<file path="config.mk">
export PLATFORM = sky130hd
export DESIGN_NAME = serial_digit_adder
export DESIGN_NICKNAME = d
export VERILOG_FILES = /design/src/rtl/serial_digit_adder_pkg.sv /design/src/rtl/serial_digit_adder_digit.sv /design/src/rtl/serial_digit_adder.sv
export SDC_FILE = /design/constraint.sdc
export NUM_CORES = 1
export LEC_CHECK = 0
export CAP_MARGIN = 20
export CORE_ASPECT_RATIO = 0.5
export CORE_MARGIN = 8
export CORE_UTILIZATION = 40
export DETAILED_ROUTE_END_ITERATION = 10
export DONT_BUFFER_PORTS = 1
export MAX_ROUTING_LAYER = met4
export REMOVE_ABC_BUFFERS = 1
export SLEW_MARGIN = 10
export SYNTH_ARGS = -nofsm -noshare
export SYNTH_HDL_FRONTEND = slang
export SYNTH_HIERARCHICAL = 1
export SYNTH_SLANG_ARGS = --single-unit
</file>
<file path="constraint.sdc">
create_clock -name clk -period 3.1 [get_ports clk]
set_input_delay 0.31 -clock clk [delete_from_list [all_inputs] [get_ports clk]]
set_output_delay 0.31 -clock clk [all_outputs]
set_load 0.05 [all_outputs]
</file>
<file path="src/rtl/serial_digit_adder_pkg.sv">
// Shared definitions for the serial digit adder: FSM encoding and the
// counter-width helper used to size the digit counter.
package serial_digit_adder_pkg;

    // FSM encoding kept as plain constants so older blocks can reuse it.
    localparam logic [0:0] ST_IDLE = 1'b0;
    localparam logic [0:0] ST_RUN  = 1'b1;

    // Ceiling log2 with a floor of 1 so a single-digit build still gets
    // a legal one-bit counter.
    function automatic int cnt_width(input int n);
        int w;
        w = 1;
        while ((1 << w) < n) w++;
        return w;
    endfunction

endpackage

</file>
<file path="src/rtl/serial_digit_adder_digit.sv">
// Combinational DIGIT-bit adder slice reused on every RUN cycle.
module digit_adder
    import serial_digit_adder_pkg::*;
#(
    parameter int DIGIT = 2
) (
    input  logic [DIGIT-1:0] x,
    input  logic [DIGIT-1:0] y,
    input  logic             ci,
    output logic [DIGIT-1:0] s,
    output logic             co
);

    logic [DIGIT:0] total;

    // One extra bit on the sum captures the digit carry-out.
    assign total   = {1'b0, x} + {1'b0, y} + {{DIGIT{1'b0}}, ci};
    assign {co, s} = total;

endmodule

</file>
<file path="src/rtl/serial_digit_adder.sv">
// Multi-cycle adder/subtractor: WIDTH-bit operands are processed DIGIT bits
// per clock, least significant digit first, with the carry held in a flop
// between digits.
//
// Handshake: start is sampled only on an edge where busy=0; that edge captures
// a, b, sub and cin and raises busy. busy stays high for NDIG cycles; on the
// edge that finishes the last digit busy drops and done pulses for exactly one
// cycle while sum/cout/ovf take their new values. start seen while busy=1 is
// dropped, and a start held during the done cycle is accepted immediately.
module serial_digit_adder
    import serial_digit_adder_pkg::*;
#(
    parameter int WIDTH = 8,
    parameter int DIGIT = 2
) (
    input  logic             clk,
    input  logic             rst_n,
    input  logic             start,
    input  logic             sub,
    input  logic             cin,
    input  logic [WIDTH-1:0] a,
    input  logic [WIDTH-1:0] b,
    output logic [WIDTH-1:0] sum,
    output logic             cout,
    output logic             ovf,
    output logic             busy,
    output logic             done,
    output logic [0:0]       state_dbg
);

    localparam int            NDIG = WIDTH / DIGIT;
    localparam int            CW   = cnt_width(NDIG);
    localparam logic [CW-1:0] LAST = CW'(NDIG - 1);

    logic [0:0]       state;
    logic [CW-1:0]    cnt;
    logic [WIDTH-1:0] a_sr;
    logic [WIDTH-1:0] b_sr;
    logic [WIDTH-1:0] res_sr;
    logic             c;
    logic             a_msb;
    logic             b_msb;

    logic [DIGIT-1:0] d_s;
    logic             d_co;
    logic [WIDTH-1:0] res_next;
    logic             ovf_next;

    digit_adder #(.DIGIT(DIGIT)) u_digit (
        .x  (a_sr[DIGIT-1:0]),
        .y  (b_sr[DIGIT-1:0]),
        .ci (c),
        .s  (d_s),
        .co (d_co)
    );

    // New digit enters the result register from the MSB end; after NDIG
    // shifts the first digit has reached bit 0.
    assign res_next = (res_sr >> DIGIT) | (WIDTH'(d_s) << (WIDTH - DIGIT));

    // Signed overflow: operands agree in sign but the result does not.
    assign ovf_next = (a_msb == b_msb) && (res_next[WIDTH-1] != a_msb);

    assign busy      = (state == ST_RUN);
    assign state_dbg = state;

    // FSM, operand shift registers, digit counter and result registers.
    always_ff @(posedge clk or negedge rst_n) begin
        if (!rst_n) begin
            state  <= ST_IDLE;
            cnt    <= '0;
            a_sr   <= '0;
            b_sr   <= '0;
            res_sr <= '0;
            c      <= 1'b0;
            a_msb  <= 1'b0;
            b_msb  <= 1'b0;
            sum    <= '0;
            cout   <= 1'b0;
            ovf    <= 1'b0;
            done   <= 1'b0;
        end else begin
            done <= 1'b0;
            case (state)
                ST_IDLE: begin
                    if (start) begin
                        // Subtraction is A + ~B + 1; cin is ignored then.
                        a_sr  <= a;
                        b_sr  <= sub ? ~b : b;
                        c     <= sub ? 1'b1 : cin;
                        a_msb <= a[WIDTH-1];
                        b_msb <= sub ? ~b[WIDTH-1] : b[WIDTH-1];
                        cnt   <= '0;
                        state <= ST_RUN;
                    end
                end
                ST_RUN: begin
                    a_sr   <= a_sr >> DIGIT;
                    b_sr   <= b_sr >> DIGIT;
                    res_sr <= res_next;
                    c      <= d_co;
                    if (cnt == LAST) begin
                        sum   <= res_next;
                        cout  <= d_co;
                        ovf   <= ovf_next;
                        done  <= 1'b1;
                        cnt   <= '0;
                        state <= ST_IDLE;
                    end else begin
                        cnt <= cnt + CW'(1);
                    end
                end
                default: state <= ST_IDLE;
            endcase
        end
    end

endmodule

</file>
==> results.sh <==
export IMPL_outcome="finished, final reports clean"
export IMPL_placed_cells=196
export IMPL_synth_top_area_cell="dfrtp_1"
export IMPL_syn_avg_cell_area_sq_um=12.1
export IMPL_holdBufCountCts=2
export IMPL_finalSetupViolCount=0
export IMPL_r2r_cells=7
export IMPL_worstSetupEndpointType="flip-flop"
export IMPL_place_congestion=0.749
export IMPL_crit_path_start_kind="flip-flop"
export IMPL_dr_first_iter_drc_count=51
export IMPL_worstReg2RegEnd="ovf$_DFFE_PN0P_"
export IMPL_clockBufferDepth=2
export IMPL_ir_drop_uv=307
export IMPL_core_sq_um=4340
export IMPL_synth_top_area_share=0.550
export IMPL_io_buffers=0
export IMPL_ioPinCount=34
export IMPL_cts_sinks=39
export IMPL_drive_above_1_share=0.181
export IMPL_worst_path_max_fanout=4
export IMPL_cellPowerDensity_nw_per_um2=1080
export IMPL_layout_min_cycle_time_ps=1850
export IMPL_fin_cells=206
export IMPL_cp_data_arrival_time_ps=2000
export IMPL_grt_overflow=0
export IMPL_clk_latency_ps=290
export IMPL_drv_cap=0
export IMPL_insertedDiodeCount=0
export IMPL_dr_pass1_iters=4
export IMPL_cts_setup_buffers=0
export IMPL_hold_viol=0
export IMPL_yosysUniqueCellTypes=22
export IMPL_wl_um=3070
export IMPL_grt_usage=0.103
export IMPL_finalSetupTns_ps=0
export IMPL_die_area_sq_um=6950
export IMPL_r2r_slack_ps=1250
export IMPL_ys_ff_latch=39
export IMPL_skew_ps=5.15
export IMPL_fmax_mhz=539
export IMPL_syn_area_sq_um=1770
export IMPL_p_switching_w=0.000874
export IMPL_p_clk_frac=0.161
export IMPL_hold_path_endpoint="b_sr[7]$_DFFE_PN0P_"
export IMPL_vias_per_cell=4.78
export IMPL_ctsResizeCount=0
export IMPL_holdPathStages=1
export IMPL_cp_required_ps=3250
export IMPL_worstMarginPinSlew_ps=579
export IMPL_vias=984
export IMPL_fin_util=0.440
export IMPL_slew_headroom=0.613
export IMPL_die_h_um=63.1
export IMPL_grt_pass1_wl_um=5420
export IMPL_synth_warnings=6
export IMPL_fillers=430
export IMPL_switching_share=0.422
export IMPL_p_int_w=0.00120
export IMPL_rsz0062_at_grt="false"
export IMPL_cts_buffers=5
export IMPL_holdCritStartpoint="start"
export IMPL_dp_hpwl_um=2150
export IMPL_leakage_nw=0.915
export IMPL_antenna_found_initial=0
export IMPL_combPwrFrac=0.279
export IMPL_netlist_top_cells_area="dfrtp_1, mux2i_1, mux2_4"
export IMPL_initial_core_util=0.409
export IMPL_ant_nets=0
export IMPL_hold_class="in2reg"
export IMPL_rows=17
export IMPL_critPathKind="reg2reg"
export IMPL_path_clk_slew_ps=80
export IMPL_holdWs_ps=105
export IMPL_grt_pass1_vias=1024
export IMPL_finalMaxSlewViolations=0
export IMPL_r2r_start="b_sr[0]$_DFFE_PN0P_"
export IMPL_yosysSeqAreaShare=0.550
export IMPL_route_detailed_drc=0
export IMPL_syn_to_final_growth_pct=7.62
export IMPL_wl_per_cell_um=14.9
export IMPL_cts_tree="done"
export IMPL_syn_inst=147
export IMPL_p_seq_frac=0.560
export IMPL_fp_dieW_um=110
export IMPL_nets=172
export IMPL_htreeDepth=2
export IMPL_grt_max_degree=40
export IMPL_timing_final_crit_share=0.598
export IMPL_cts_root_buf="clkbuf_8"
cells by family (layout without fill, tap and decap cells):
logic type | Yosys count | count (layout) | share of synthesized area
AO/OA/AOI/OAI | 21 | 21 | 0.0656
XOR/XNOR | 8 | 8 | 0.0395
adder cells (fa/ha/maj) | 3 | 3 | 0.0296
buffers and inverters | 18 | 20 | 0.0522
flip-flops | 39 | 39 | 0.550
multiplexers | 30 | 30 | 0.195
AND/OR/NAND/NOR | 28 | 28 | 0.0677
state kept, by name, indices dropped and copies added (netlist names):
| name | cells |
|---|---|
| b_sr | 8 |
| res_sr | 6 |
| c | 1 |
| cnt | 2 |
| busy | 1 |
| b_msb | 1 |
| a_sr | 8 |
| a_msb | 1 |
| sum | 8 |
| ovf | 1 |
| done | 1 |
| cout | 1 |
worst max-delay path, cell delays in order (launching register included):
cell and delay (ps):
dfrtp_1 350, inv_1 60, fa_1 430, fa_1 430
inv_1 110, and3b_1 180, a21oi_1 100, o21ai_0 80
cells in the final DEF (no fill, tap or decap), drive strengths merged, types with 2 or more instances in the layout:
cell    Yosys  routed
nor2        6       6
mux2i      14      14
dfrtp      39      39
nand2      17      17
inv         9       9
mux2       16      16
o21ai      15      15
xor2        6       6
a211oi      2       2
o22ai       2       2
fa          2       2
clkbuf      2       5
xnor2       2       2
clkinv      0       3
buf         7       2
nand2b      4       4
per-stage QoR:
step | area [sq um] | total power [W] | setup slack, ps
floorplan | 1720 | 0.00162 | 324
global placement | 1800 | 0.00173 | 1260
detailed placement | 1800 | 0.00175 | 1230
CTS | 1910 | 0.00210 | 1220
global route | 1910 | 0.00223 | 1160
finish | 1910 | 0.00207 | 1250
layout make-up:
cell class	instances	area (sq um)	area share
Clock buffer	5	68.8	0.0360
Inverter	9	33.8	0.0177
Tap cell	57	71.3	0.0374
Multi-Input combinational cell	90	706	0.370
Sequential cell	39	977	0.512
Timing Repair Buffer	3	37.5	0.0197
Clock inverter	3	15.0	0.00786
power groups by stage:
stage	logic [W]	registers, W	clock network [W]
6_report	0.000578	0.00116	0.000332
5_1_grt	0.000662	0.00121	0.000365
4_1_cts	0.000591	0.00117	0.000344
3_5_place_dp	0.000572	0.00118	0
3_3_place_gp	0.000559	0.00117	0
2_1_floorplan	0.000437	0.00118	0
metal layers:
layer	global-route usage	vias up	wire [um]	share of wire
met3	0.0538	3	273	0.089
met1	0.132	471	1420	0.46
met4	0.0346	0	10	0.0033
met5	-	-	0	0
met2	0.134	20	1360	0.44
li1	-	490	-	-
synthesized netlist by cell type (all sizes together):
master	instances
inv	9
buf	7
dfrtp	39
nand2b	4
clkbuf	2
mux2i	14
fa	2
a22o	1
and3b	1
ha	1
o22ai	2
nor2	6
nand2	17
mux2	16
a21oi	1
o21ai	15
xor2	6
xnor2	2
a211oi	2
worst max-delay path by stage:
stage / start / end / slack, ps / depth (start not counted)
4_1_cts: b_sr[0]$_DFFE_PN0P_ / ovf$_DFFE_PN0P_ / 1220 / 7
5_1_grt: b_sr[0]$_DFFE_PN0P_ / ovf$_DFFE_PN0P_ / 1160 / 7
3_3_place_gp: b_sr[0]$_DFFE_PN0P_ / ovf$_DFFE_PN0P_ / 1260 / 7
6_report: b_sr[0]$_DFFE_PN0P_ / ovf$_DFFE_PN0P_ / 1250 / 7
2_1_floorplan: busy$_DFF_PN0_ / cout$_DFFE_PN0P_ / 320 / 2
3_5_place_dp: b_sr[0]$_DFFE_PN0P_ / ovf$_DFFE_PN0P_ / 1230 / 7
Note: power is estimated with default switching activity, not from simulation.
